<file path="src/rtl/uart_pkg.sv">
// uart_pkg: shared constants, status bit positions and FSM encodings for the UART FIFO bridge
package uart_pkg;
    localparam int DEF_DEPTH_LOG2 = 4;
    localparam int ST_TX_FULL  = 0;
    localparam int ST_RX_EMPTY = 1;
    localparam int ST_TX_OVF   = 2;
    localparam int ST_RX_OVF   = 3;
    typedef enum logic [1:0] {TX_IDLE = 2'd0, TX_REQ = 2'd1, TX_HOLD = 2'd2} tx_state_t;
    typedef enum logic [1:0] {RX_IDLE = 2'd0, RX_ACK = 2'd1} rx_state_t;
endpackage

</file>
<file path="src/rtl/byte_fifo.sv">
// byte_fifo: register-based show-ahead byte FIFO with registered occupancy count
module byte_fifo
    import uart_pkg::*;
#(
    parameter int DEPTH_LOG2 = DEF_DEPTH_LOG2
) (
    input  logic                clk,
    input  logic                rst,
    input  logic                push,
    input  logic [7:0]          din,
    input  logic                pop,
    output logic [7:0]          dout,
    output logic                full,
    output logic                empty,
    output logic [DEPTH_LOG2:0] count
);
    logic [7:0] mem [1 << DEPTH_LOG2];
    logic [DEPTH_LOG2-1:0] wp, rp;
    logic do_push, do_pop;
    assign full    = count[DEPTH_LOG2];
    assign empty   = count == '0;
    assign do_push = push && !full;
    assign do_pop  = pop && !empty;
    // empty head reads as zero so the output is defined out of reset
    assign dout    = empty ? 8'h00 : mem[rp];
    always_ff @(posedge clk or negedge rst) begin
        if (!rst) begin
            wp    <= '0;
            rp    <= '0;
            count <= '0;
        end else begin
            if (do_push) wp <= wp + 1'b1;
            if (do_pop) rp <= rp + 1'b1;
            if (do_push != do_pop) count <= do_push ? count + 1'b1 : count - 1'b1;
        end
    end
    always_ff @(posedge clk) begin
        if (do_push) mem[wp] <= din;
    end
endmodule

</file>
<file path="src/rtl/uart_fifo_bridge.sv">
// uart_fifo_bridge: TX/RX byte FIFOs between the CPU I/O decode and the UART wrapper handshakes
module uart_fifo_bridge
    import uart_pkg::*;
#(
    parameter int DEPTH_LOG2 = DEF_DEPTH_LOG2
) (
    input  logic                clk,
    input  logic                rst,
    input  logic                cpu_wr,
    input  logic [7:0]          cpu_wdata,
    input  logic                cpu_rd,
    output logic [7:0]          cpu_rdata,
    input  logic                clr_err,
    output logic [7:0]          status,
    output logic [DEPTH_LOG2:0] tx_count,
    output logic [DEPTH_LOG2:0] rx_count,
    output logic                tx_req,
    output logic [7:0]          tx_data,
    input  logic                tx_busy,
    input  logic                rx_valid,
    input  logic [7:0]          rx_data,
    output logic                rx_req
);
    localparam logic [DEPTH_LOG2:0] STALL_LAST = (DEPTH_LOG2+1)'((1 << DEPTH_LOG2) - 1);
    logic tx_full, tx_empty, tx_pop, rx_full, rx_empty, rx_push;
    logic tx_ovf, rx_ovf, stall, rx_ovf_set;
    logic [7:0] tx_head;
    logic [DEPTH_LOG2:0] stall_cnt;
    tx_state_t tx_state, tx_next;
    rx_state_t rx_state, rx_next;

    byte_fifo #(.DEPTH_LOG2(DEPTH_LOG2)) u_tx_fifo (
        .clk(clk), .rst(rst), .push(cpu_wr), .din(cpu_wdata), .pop(tx_pop),
        .dout(tx_head), .full(tx_full), .empty(tx_empty), .count(tx_count)
    );
    byte_fifo #(.DEPTH_LOG2(DEPTH_LOG2)) u_rx_fifo (
        .clk(clk), .rst(rst), .push(rx_push), .din(rx_data), .pop(cpu_rd),
        .dout(cpu_rdata), .full(rx_full), .empty(rx_empty), .count(rx_count)
    );

    always_ff @(posedge clk or negedge rst) begin
        if (!rst) begin
            tx_state <= TX_IDLE;
            rx_state <= RX_IDLE;
        end else begin
            tx_state <= tx_next;
            rx_state <= rx_next;
        end
    end

    // TX_REQ ignores tx_busy: the wrapper only raises it one cycle after the request
    always_comb begin
        tx_next = tx_state == TX_IDLE ? (tx_pop ? TX_REQ : TX_IDLE) :
                  tx_state == TX_REQ  ? TX_HOLD :
                  tx_busy             ? TX_HOLD : TX_IDLE;
        rx_next = rx_push ? RX_ACK : RX_IDLE;
    end

    always_comb begin
        tx_pop  = tx_state == TX_IDLE && !tx_empty && !tx_busy;
        tx_req  = tx_state == TX_REQ;
        rx_push = rx_state == RX_IDLE && rx_valid && !rx_full;
        rx_req  = rx_state == RX_ACK;
    end

    always_ff @(posedge clk or negedge rst) begin
        if (!rst) tx_data <= '0;
        else if (tx_pop) tx_data <= tx_head;
    end

    // back-pressure watchdog: rx_valid refused for a full FIFO depth worth of cycles
    assign stall      = rx_state == RX_IDLE && rx_valid && rx_full;
    assign rx_ovf_set = stall && stall_cnt == STALL_LAST;

    always_ff @(posedge clk or negedge rst) begin
        if (!rst) begin
            stall_cnt <= '0;
            tx_ovf    <= 1'b0;
            rx_ovf    <= 1'b0;
        end else begin
            stall_cnt <= !stall ? '0 : stall_cnt[DEPTH_LOG2] ? stall_cnt : stall_cnt + 1'b1;
            tx_ovf    <= (cpu_wr && tx_full) || (tx_ovf && !clr_err);
            rx_ovf    <= rx_ovf_set || (rx_ovf && !clr_err);
        end
    end

    always_comb begin
        status              = '0;
        status[ST_TX_FULL]  = tx_full;
        status[ST_RX_EMPTY] = rx_empty;
        status[ST_TX_OVF]   = tx_ovf;
        status[ST_RX_OVF]   = rx_ovf;
    end
endmodule

</file>
<file path="config.mk">
export PLATFORM = sky130hd
export DESIGN_NAME = uart_fifo_bridge
export DESIGN_NICKNAME = d
export VERILOG_FILES = /design/src/rtl/uart_pkg.sv /design/src/rtl/byte_fifo.sv /design/src/rtl/uart_fifo_bridge.sv
export SDC_FILE = /design/constraint.sdc
export NUM_CORES = 1
export LEC_CHECK = 0
export CAP_MARGIN = 20
export CORE_MARGIN = 8
export CORE_UTILIZATION = 50
export DETAILED_ROUTE_END_ITERATION = 12
export PLACE_DENSITY = 0.68
export SLEW_MARGIN = 10
export SYNTH_ARGS = -nofsm -noshare
export SYNTH_HDL_FRONTEND = slang
export SYNTH_SLANG_ARGS = --single-unit
</file>
<file path="constraint.sdc">
create_clock -name clk -period 2.9 [get_ports clk]
set_clock_uncertainty 0.05 [all_clocks]
set_input_delay 0.58 -clock clk [delete_from_list [all_inputs] [get_ports clk]]
set_output_delay 0.58 -clock clk [all_outputs]
set_load 0.05 [all_outputs]
</file>
==> metrics.md <==
| Metric | Value |
|---|---|
| Average size of a mapped cell | `19.48 µm²` |
| Buffers on Ports | `54` |
| Highest Clock Rate | `approximately 0.34 GHz` |
| Slew at the pin closest to its max-slew limit | `between 0.6 and 0.7 ns` |
| Wire length of the first global-routing pass | `about 38000 µm` |
| Initial antenna violation count | `0` |
| Number of H-tree levels | `1` |
| Max-slew violation count | `0` |
| Number of antenna cells inserted | `0` |
| Global routing's busiest layer | `met2` |
| Share of Yosys cell area claimed by the top area cell type | `0.6326` |
| Top cells by area, synth | `sky130_fd_sc_hd__edfxtp_1, sky130_fd_sc_hd__mux4_2, sky130_fd_sc_hd__dfrtp_1, sky130_fd_sc_hd__mux2i_1, sky130_fd_sc_hd__ha_1` |
| Flip-flop cell with the highest count after synthesis | `sky130_fd_sc_hd__edfxtp_1` |
| Dominant cell type by area after synthesis | `sky130_fd_sc_hd__edfxtp_1` |
| Finished Cell Area | `14580 µm²` |
| Vias in the first global route | `about 6500` |
| Number of sinks driven by the clock tree | `300` |
| List of most frequent post-synthesis cells | `sky130_fd_sc_hd__edfxtp_1, sky130_fd_sc_hd__mux4_2, sky130_fd_sc_hd__dfrtp_1, sky130_fd_sc_hd__and2_1, sky130_fd_sc_hd__mux2i_1` |
| Type of the worst setup path | `register to output pin` |
| Fin crit period | `just under 3 ns` |
| Met2 track demand over resource in global routing | `0.3219` |
| Vias/cell | `5.629` |
| Total die area | `roughly 30000 µm²` |
| Number of CTS-inserted buffers | `30` |
| Worst r2r path cells | `7` |
| Wire length after detailed routing | `between 20000 and 25000 µm` |
| Leak | `roughly 0.0051 µW` |
| Final period util | `1.003` |
| Vias post-DR | `about 6000` |
| Final worst setup slack | `-0.009294 ns` |
| Max-slew headroom at the worst pin | `0.5343` |
| Horizontal die dimension | `around 170 µm` |
| Post-Synthesis Cell Area | `12150 µm²` |
| Post-route core utilization | `0.6047` |
| Number of distinct library cell variants in the gate-level netlist after synthesis | `43` |
| Asr flop ratio synth | `0.1467` |
| Layout overhead on the synthesized area | `19.95%` |
| Initial Utilization | `0.5042` |
| Root buffer cell | `sky130_fd_sc_hd__clkbuf_16` |
| Post-placement cell area | `between 10000 and 15000 µm²` |
| Fraction of layout instances using a drive strength above 1 | `0.2765` |
| Final weighted congestion in routability-driven placement | `0.7746` |
| Synth Warn # | `0` |
| Cell Rows | `57` |
| Status | `complete, but fails checks` |
| Clock tree from TritonCTS | `built` |
| Count of pins on the block boundary | `about 60` |
| Met1 usage | `0.2061` |
| CTS clk-pin slew, worst paths | `0.06 ns` |
| Final routed wire length divided by cell count | `roughly 23 µm` |
| Share of the yosys chip area belonging to registers | `0.7232` |
| Detailed-placement wirelength estimate | `about 15000 µm` |
| Arrival time of the worst setup path | `about 2.3 ns` |
| Worst skew pair latency | `~0.54 ns` |
| Number of design-rule violations left by the first detailed-router iteration | `between 400 and 500` |
| Maximum fanout along the worst path | `4` |
| Failing checks | `negative setup slack` |
| Startpoint Class | `register` |
| Unrepaired setup endpoints after global routing | `true` |
| Routed Antenna Nets | `0` |
| Core area | `approximately 24000 µm²` |
| PwrDens | `about 1100 nW/µm²` |
| Maxcap violations | `0` |
| Post-layout net count | `about 760` |
| Total of endpoints with negative setup slack in the final report | `1` |
| Overflow after GRT | `0` |
| Worst-case vdd ir drop | `a little over 0.8 mV` |
| Met3 global-route usage | `0.02374` |
| Residual DRC | `0` |
| Drt first pass iters | `5` |
| Count of flip-flops with a built-in enable after synthesis | `256` |
| Flip-flop and latch count after synthesis | `300` |
| Kind of path behind the tightest hold check | `register to register` |
| Req. time, crit path | `2.27 ns` |
| Count of cells along the worst hold path | `1` |
| Critical Path Sink Type | `output pin` |
| Cell count after synthesis | `between 600 and 700` |
| Total Routing Usage GR | `0.1725` |
| Maximum number of pins on one net before global-route repair | `36` |
| Die H | `171.9 µm` |
| Most used standard cell by instance count after synthesis | `sky130_fd_sc_hd__edfxtp_1` |
| Hold Vio Cnt, Final | `0` |
| Clock Path Buffers | `3` |
-- cell usage in the layout, fill, tap and decap left out, drive strengths merged, types with 5 or more instances in the layout --
cell / n
xnor2: 17
edfxtp: 256
o22ai: 8
ha: 17
a21oi: 6
mux4: 64
inv: 12
o21ai: 13
clkbuf: 37
nand2: 21
nand3: 5
a21o: 6
xor2: 6
clkinv: 11
mux2: 14
mux2i: 32
nor2b: 5
clkdlybuf4s50: 44
dfrtp: 44
and2: 32
nor2: 7
buf: 52
-- through the flow --
step | setup TNS, ns | hold slack, ns | cells | setup WS (ns) | total power (µW)
floorplan | 0 | 0.2344 | 627 | 0.1579 | 9164
global placement | 0 | 0.4137 | 1001 | 0.01291 | 10870
detailed placement | -0.05757 | 0.4117 | 1001 | -0.05757 | 11010
CTS | -0.1194 | 0.4242 | 1067 | -0.04851 | 15500
global route | -0.4455 | 0.4406 | 1069 | -0.07545 | 16010
finish | -0.009294 | 0.4238 | 1069 | -0.009294 | 15370
-- metal layers --
metal	up-vias	routed length, µm
li1	2657	-
met1	3178	9601
met2	142	13670
met3	40	952
met4	0	524
met5	-	0
-- sequential cells by signal, summed over array words and instances, names as in the netlist, 5 cells and up --
name	count
tx_data	8
u_tx_fifo.mem	128
u_tx_fifo.count	5
u_rx_fifo.count	5
u_rx_fifo.mem	128
stall_cnt	5
-- power by group --
| group | leakage, µW | internal (µW) | switching, µW | total (µW) |
|---|---|---|---|---|
| clock network | 0.000489 | 2320 | 1570 | 3890 |
| registers | 0.00284 | 5120 | 371 | 5490 |
| logic | 0.00174 | 2840 | 3150 | 6000 |
-- layout make-up --
class                   instances  area, µm²
fillers                      1720       9528
flip-flops and latches        300       8793
multi-input cells             280       3274
repair buffers                 97       1052
clock buffers                  37      798.3
well taps                     324      405.4
clock inverters                19      209.0
inverters                      12      45.04
-- critical path, cell delays in order, from the launching register on --
cell	delay (ns)
sky130_fd_sc_hd__dfrtp_2	0.38
sky130_fd_sc_hd__buf_12	0.15
sky130_fd_sc_hd__buf_16	0.13
sky130_fd_sc_hd__mux4_2	0.53
sky130_fd_sc_hd__mux2i_2	0.23
sky130_fd_sc_hd__o22ai_2	0.14
sky130_fd_sc_hd__buf_12	0.17
-- cells by family (layout without fill, tap and decap cells) --
family | Yosys count | in the layout | synth area share
simple gates | 87 | 87 | 0.03933
xor+xnor | 23 | 23 | 0.01874
flops | 300 | 300 | 0.7232
fa+ha+maj | 19 | 19 | 0.02080
buf+inv | 47 | 165 | 0.01997
compound gates | 37 | 37 | 0.01977
other cells | 1 | 4 | 0.0003086
mux | 110 | 110 | 0.1579
-- path summary, 6_finish.rpt --
check                                      to  slack (ns)               start
min in group asynchronous  u_tx_fifo.count[2]        0.46                 rst
setup / recovery                 cpu_rdata[4]      -0.009     u_rx_fifo.rp[0]
hold / removal                u_rx_fifo.rp[3]        0.42     u_rx_fifo.rp[3]
hold reg to reg               u_rx_fifo.rp[3]        0.42     u_rx_fifo.rp[3]
setup reg to reg           u_rx_fifo.count[4]        0.49  u_rx_fifo.count[4]
max in group asynchronous     u_rx_fifo.rp[0]        1.57                 rst
-- what timing repair did --
| item | 4_1_cts | 5_1_grt |
|---|---|---|
| gates cloned | 4 | 0 |
| endpoints found under the setup margin | 8 | 8 |
| hold endpoints to repair | 14 | 0 |
| hold buffers | 1 | 0 |
| pin swaps | 3 | 1 |
| gates resized for setup | 34 | 0 |
| setup buffers | 5 | 3 |
No activity file was read; power rests on OpenSTA's default activity.
